$ cat src/rtl/cic_dec_mc.sv
// Multi-channel CIC decimator: per-channel integrators at the tick rate, one time-shared
// comb chain at the decimated rate, and a serialised, scaled and saturated output.
//
// state | meaning
// IDLE  | waiting for a decimated tick; a tick here takes the snapshot
// RUN   | evaluating the comb chain for channel idx, one channel per clock
module cic_dec_mc #(
    parameter int NUM_STAGES = 4,
    parameter int NUM_CH     = 2,
    parameter int MAX_DEC    = 32,
    parameter int W_IN       = 16,
    parameter int W_OUT      = 16,
    localparam int W_INT     = $clog2(MAX_DEC**NUM_STAGES) + W_IN,
    localparam int W_DEC     = $clog2(MAX_DEC + 1),
    localparam int W_SH      = $clog2(W_INT),
    localparam int W_CH      = (NUM_CH > 1) ? $clog2(NUM_CH) : 1
) (
    input  logic                     clk_i,
    input  logic                     rst_i,
    input  logic                     tick_i,
    input  logic [NUM_CH*W_IN-1:0]   signal_i,
    input  logic [W_DEC-1:0]         dec_i,
    input  logic [W_SH-1:0]          shift_i,
    output logic                     tick_dec_o,
    output logic                     valid_o,
    output logic [W_CH-1:0]          ch_o,
    output logic [W_OUT-1:0]         signal_o,
    output logic                     sat_o,
    output logic                     overrun_o
);

    typedef enum logic {S_IDLE, S_RUN} state_t;

    localparam logic signed [W_INT-1:0] OUT_MAX = {{(W_INT-W_OUT+1){1'b0}}, {(W_OUT-1){1'b1}}};
    localparam logic signed [W_INT-1:0] OUT_MIN = {{(W_INT-W_OUT+1){1'b1}}, {(W_OUT-1){1'b0}}};

    state_t                  state_q, state_d;
    logic [W_CH-1:0]         idx_q, idx_d;
    logic [W_DEC-1:0]        rate_q, cnt_q, rate_clamp;
    logic [W_SH-1:0]         shift_hold_q;

    logic signed [W_INT-1:0] integ_q [NUM_CH][NUM_STAGES];
    logic signed [W_INT-1:0] comb_q  [NUM_CH][NUM_STAGES];
    logic signed [W_INT-1:0] hold_q  [NUM_CH];
    logic signed [W_INT-1:0] in_ext  [NUM_CH];
    logic signed [W_INT-1:0] comb_in [NUM_STAGES+1];
    logic signed [W_INT-1:0] scaled;

    logic                    dec_tick, accept, running, last_ch;
    logic [W_OUT-1:0]        sig_d, sig_q;
    logic                    sat_d, sat_q;
    logic                    valid_q, overrun_q;
    logic [W_CH-1:0]         ch_q;

    always_comb begin
        rate_clamp = dec_i;
        if (dec_i == '0) begin
            rate_clamp = W_DEC'(1);
        end else if (dec_i > W_DEC'(MAX_DEC)) begin
            rate_clamp = W_DEC'(MAX_DEC);
        end
    end

    assign dec_tick   = tick_i && (cnt_q == (rate_q - W_DEC'(1)));
    assign running    = (state_q == S_RUN);
    assign accept     = dec_tick && !running;
    assign last_ch    = (idx_q == W_CH'(NUM_CH - 1));
    assign tick_dec_o = dec_tick && !rst_i;

    always_comb begin
        for (int c = 0; c < NUM_CH; c++) begin
            in_ext[c] = {{(W_INT-W_IN){signal_i[c*W_IN+W_IN-1]}}, signal_i[c*W_IN +: W_IN]};
        end
    end

    always_comb begin
        state_d = state_q;
        idx_d   = idx_q;
        case (state_q)
            S_IDLE: begin
                if (accept) begin
                    state_d = S_RUN;
                    idx_d   = '0;
                end
            end
            S_RUN: begin
                if (last_ch) begin
                    state_d = S_IDLE;
                    idx_d   = '0;
                end else begin
                    idx_d = idx_q + W_CH'(1);
                end
            end
            default: begin
                state_d = S_IDLE;
                idx_d   = '0;
            end
        endcase
    end

    // Comb chain for the channel currently selected by idx; all stages wrap modulo 2^W_INT.
    always_comb begin
        comb_in[0] = hold_q[idx_q];
        for (int k = 0; k < NUM_STAGES; k++) begin
            comb_in[k+1] = comb_in[k] - comb_q[idx_q][k];
        end
        scaled = comb_in[NUM_STAGES] >>> shift_hold_q;
        sig_d  = scaled[W_OUT-1:0];
        sat_d  = 1'b0;
        if (scaled > OUT_MAX) begin
            sig_d = OUT_MAX[W_OUT-1:0];
            sat_d = 1'b1;
        end else if (scaled < OUT_MIN) begin
            sig_d = OUT_MIN[W_OUT-1:0];
            sat_d = 1'b1;
        end
    end

    always_ff @(posedge clk_i) begin
        if (rst_i) begin
            state_q      <= S_IDLE;
            idx_q        <= '0;
            cnt_q        <= '0;
            rate_q       <= rate_clamp;
            shift_hold_q <= '0;
            for (int c = 0; c < NUM_CH; c++) begin
                hold_q[c] <= '0;
                for (int k = 0; k < NUM_STAGES; k++) begin
                    integ_q[c][k] <= '0;
                    comb_q[c][k]  <= '0;
                end
            end
            valid_q   <= 1'b0;
            ch_q      <= '0;
            sig_q     <= '0;
            sat_q     <= 1'b0;
            overrun_q <= 1'b0;
        end else begin
            state_q <= state_d;
            idx_q   <= idx_d;

            if (tick_i) begin
                for (int c = 0; c < NUM_CH; c++) begin
                    integ_q[c][0] <= integ_q[c][0] + in_ext[c];
                    for (int k = 1; k < NUM_STAGES; k++) begin
                        integ_q[c][k] <= integ_q[c][k] + integ_q[c][k-1];
                    end
                end
                if (dec_tick) begin
                    cnt_q  <= '0;
                    rate_q <= rate_clamp;
                end else begin
                    cnt_q <= cnt_q + W_DEC'(1);
                end
            end

            // Snapshot takes the last integrator before this tick's update lands.
            if (accept) begin
                for (int c = 0; c < NUM_CH; c++) begin
                    hold_q[c] <= integ_q[c][NUM_STAGES-1];
                end
                shift_hold_q <= shift_i;
            end

            if (running) begin
                for (int k = 0; k < NUM_STAGES; k++) begin
                    comb_q[idx_q][k] <= comb_in[k];
                end
                ch_q  <= idx_q;
                sig_q <= sig_d;
                sat_q <= sat_d;
            end
            valid_q <= running;

            if (dec_tick && running) begin
                overrun_q <= 1'b1;
            end
        end
    end

    assign valid_o   = valid_q;
    assign ch_o      = ch_q;
    assign signal_o  = sig_q;
    assign sat_o     = sat_q;
    assign overrun_o = overrun_q;

endmodule

$ cat config.mk
export PLATFORM = sky130hd
export DESIGN_NAME = cic_dec_mc
export DESIGN_NICKNAME = d
export VERILOG_FILES = /design/src/rtl/cic_dec_mc.sv
export SDC_FILE = /design/constraint.sdc
export NUM_CORES = 2
export LEC_CHECK = 0
export CAP_MARGIN = 40
export CORE_ASPECT_RATIO = 0.5
export CORE_UTILIZATION = 55
export CTS_BUF_LIST = sky130_fd_sc_hd__clkbuf_4
export DETAILED_ROUTE_END_ITERATION = 8
export PLACE_DENSITY = 0.83
export SYNTH_ARGS = -nofsm -noshare
export SYNTH_HDL_FRONTEND = slang
export SYNTH_SLANG_ARGS = --single-unit
$ cat constraint.sdc
create_clock -name clk_i -period 10.9 [get_ports clk_i]
set_input_delay 1.09 -clock clk_i [delete_from_list [all_inputs] [get_ports clk_i]]
set_output_delay 1.09 -clock clk_i [all_outputs]
set_load 0.05 [all_outputs]
==> results.yml <==
logic_synthesis:
  syn-instance-count: 4832
  synth_area_per_cell_sq_um: 9.910
  synth.yosys.seq_area_share_pct: 42.48
  ys_warn_count: 0
  area_share_of_the_largest_cell_type_after_synthesis_pct: 41.01
  synth.largest_area_cell: "sky130_fd_sc_hd__edfxtp_1"
  post_synthesis_async_set_or_reset_flop_share_pct: 0
  count_of_cell_types_in_the_netlist: 97
  syn_area_sq_um: 47880
  post-synth-top-count-cell: "sky130_fd_sc_hd__nor2_1"
  number_of_synthesized_register_bits: 689
  synthTopCellsByArea: "sky130_fd_sc_hd__edfxtp_1 (41%), sky130_fd_sc_hd__ha_1 (11%), sky130_fd_sc_hd__nor2_1 (5.6%), sky130_fd_sc_hd__mux2i_1 (4.6%), sky130_fd_sc_hd__xnor2_1 (3.3%)"
  synth.cells.most_frequent: "sky130_fd_sc_hd__nor2_1 (710), sky130_fd_sc_hd__edfxtp_1 (654), sky130_fd_sc_hd__ha_1 (421), sky130_fd_sc_hd__inv_1 (282), sky130_fd_sc_hd__a21oi_1 (273)"
  postSynth.topFlopCell: "sky130_fd_sc_hd__edfxtp_1"
  edff_count_synth: 654
  syn-num-nets: 5312
worst_setup_path:
  worstSetupStartpointType: "flip-flop"
  cp.required_ps: 11920
  critPathMaxFanout: 6
  arrival_time_of_data_at_the_critical_path_endpoint_ps: 11860
  critical-path-top-cell-by-count: "sky130_fd_sc_hd__a21oi_2"
  endpoint_kind: "flip-flop"
  cp_slowest_cell: "sky130_fd_sc_hd__mux4_2"
  path_class: "flip-flop to flip-flop"
  timing.critical_path.slowest_cell_delay_ps: 520
place:
  gp_routability_congestion: 0.9221
  place_worst_setup_slack_ps: -541.1
  port-buffer-count: 67
  hpwlAfterDp_um: 79920
job:
  timing.max_cap.violations: 0
timing:
  report.final.setup_viol: 0
  slew_violations: 0
  setup_slack_ps: 57.91
  unrepaired_setup_endpoints_after_global_routing: "yes"
  finalHoldViolations: 0
  fmax_mhz: 92.23
  whs_ps: 495.1
  relSlewSlack_pct: 29.17
  slew_at_the_pin_with_the_worst_max_slew_slack_ps: 1063
  final.min_clock_period_ps: 10840
  fin_worst_skew_ps: 76.46
  period_share_pct: 99.47
die:
  placeable_area_sq_um: 86150
  floorplan.die.width_um: 419.3
  io_pins: 68
  initial_core_util_pct: 55.58
  design.die.area_sq_um: 88320
  die_height_um: 210.6
  fp-row-count: 76
routing:
  post-route-drc-count: 0
  wire_per_inst_um: 17.70
  totalWireLength_um: 116000
  detail_route.first_pass.iterations: 5
  drtAntennaViolNets: 0
  drt_iter0_markers: 3053
  avg_vias_per_cell: 5.911
  route.vias.total: 38750
grt:
  grt.total_usage_pct: 24.80
  grt_pass1_wl_um: 181100
  globalRouteOverflowTotal: 0
  antenna_violations_before_repair: 4
  grt_max_degree: 207
  grt_pass1_vias: 38260
cts:
  clk_path_buf_depth: 3
  cts_sinks: 689
  hold_buffers: 0
  clkSlewWorstSetupHoldPaths_ps: 80
  h_tree_depth_reported_by_cts: 4
  tritoncts_buffer_count: 168
  cts_root_buffer: "sky130_fd_sc_hd__clkbuf_4"
  clock_latency_ps: 1120
  cts_tree: "built"
pwr:
  ir_drop_uv: 298.7
  power_per_cell_area_nw_per_um2: 282.2
  static-leakage-power_nw: 23.72
  power.total_mw: 15.67
finish:
  layout-drive-gt1-share_pct: 15.80
  layout-area-overhead-vs-synth_pct: 15.95
  fill_cells: 6356
  seq_area_sq_um: 20340
  multi_input_comb_area_sq_um: 26980
  num-nets-final: 5747
outcome:
  outcome: "complete, no violations"
hold_path:
  hp-class: "flip-flop to flip-flop"
placed cells by master (no fill, tap or decap), types with 28 or more instances in the layout:
cell type,synthesis,final
sky130_fd_sc_hd__nor2_1,710,707
sky130_fd_sc_hd__edfxtp_1,654,654
sky130_fd_sc_hd__ha_1,421,401
sky130_fd_sc_hd__buf_4,0,318
sky130_fd_sc_hd__inv_1,282,276
sky130_fd_sc_hd__a21oi_1,273,246
sky130_fd_sc_hd__clkbuf_4,0,234
sky130_fd_sc_hd__nand2_1,216,211
sky130_fd_sc_hd__o21ai_0,226,210
sky130_fd_sc_hd__mux2i_1,219,209
sky130_fd_sc_hd__xnor2_1,181,164
sky130_fd_sc_hd__nor3_1,148,144
sky130_fd_sc_hd__and2_1,138,134
sky130_fd_sc_hd__a21o_1,134,133
sky130_fd_sc_hd__xor2_1,139,133
sky130_fd_sc_hd__nand3_1,82,81
sky130_fd_sc_hd__clkdlybuf4s50_1,0,67
sky130_fd_sc_hd__nand2b_1,71,66
sky130_fd_sc_hd__a211oi_1,69,65
sky130_fd_sc_hd__nor2b_1,60,58
sky130_fd_sc_hd__o21a_1,53,52
sky130_fd_sc_hd__and3_1,50,47
sky130_fd_sc_hd__o21bai_1,35,35
sky130_fd_sc_hd__clkinv_1,1,35
sky130_fd_sc_hd__a31oi_1,38,34
sky130_fd_sc_hd__dfxtp_1,35,34
sky130_fd_sc_hd__or3_1,33,32
sky130_fd_sc_hd__a21oi_2,4,29
sky130_fd_sc_hd__o211ai_1,28,28
stage by stage:
step,utilization [%],cells,TNS [ps],cell area [sq um]
finish,64.44,6555,0,55520
global route,64.44,6555,-6878,55520
CTS,63.03,6520,0,54300
detailed placement,60.22,6218,-7377,51880
global placement,60.09,6212,-2490,51770
floorplan,-,4832,0,47950
path summary, 6_finish.rpt:
kind,slack [ps],from,end,depth (start not counted)
worst max-delay path,60,flip-flop,signal_o[4]$_SDFFE_PP0P_,55
worst min-delay path,500,overrun_o$_SDFFE_PP0P_,overrun_o$_SDFFE_PP0P_,2
worst max register to register,60,flip-flop,signal_o[4]$_SDFFE_PP0P_,55
worst min register to register,500,overrun_o$_SDFFE_PP0P_,overrun_o$_SDFFE_PP0P_,2
worst max-delay path, delay by kind of cell, from the launching register on:
| kind | cells | cell delay [ps] |
|---|---|---|
| mux | 2 | 820 |
| fa+ha+maj | 4 | 1140 |
| simple gates | 9 | 1500 |
| flops | 1 | 410 |
| xor+xnor | 2 | 470 |
| compound gates | 30 | 5640 |
| buf+inv | 8 | 830 |
layer usage:
layer  GRT usage, %  wire (um)  vias to the layer above
met4          10.04       4107                        0
li1               -          -                    18600
met1          30.38      48060                    18640
met5              0          0                        -
met3          4.330       6309                      297
met2          43.40      57550                     1207
cells by family after synthesis:
logic type,count (synthesis),share of synthesized area (%)
mux,243,5.378
flops,689,42.48
compound gates,1105,15.38
xor+xnor,326,6.117
buf+inv,428,3.397
simple gates,1608,15.75
fa+ha+maj,433,11.50
report_power, final:
part	switching, mW	internal [mW]	leakage, nW	total, mW
clock	1.10	1.18	1.27	2.28
combinational	5.40	4.74	15.2	10.1
sequential	0.137	3.12	7.24	3.25
state kept, by name (all words and copies together) (netlist names), 6 cells and up, named ones only:
signal / cells
cnt_q: 6
comb_q: 288
hold_q: 72
integ_q: 288
rate_q: 6
shift_hold_q: 6
signal_o: 16
timing repair:
action                     4_1_cts  5_1_grt
cloned                           0        4
setup endpoints to repair       16       16
gates resized for setup         22      174
pin swaps                       28      118
setup buffers                   18       27
final cells by class:
class,instances,area share [%]
flip-flops and latches,689,36.64
well taps,1170,2.637
inverters,285,1.927
clock buffers,234,3.164
diodes,4,0.01803
clock inverters,50,0.7797
multi-input cells,3716,48.60
repair buffers,407,6.231
Power figures use the tool's default switching activity.
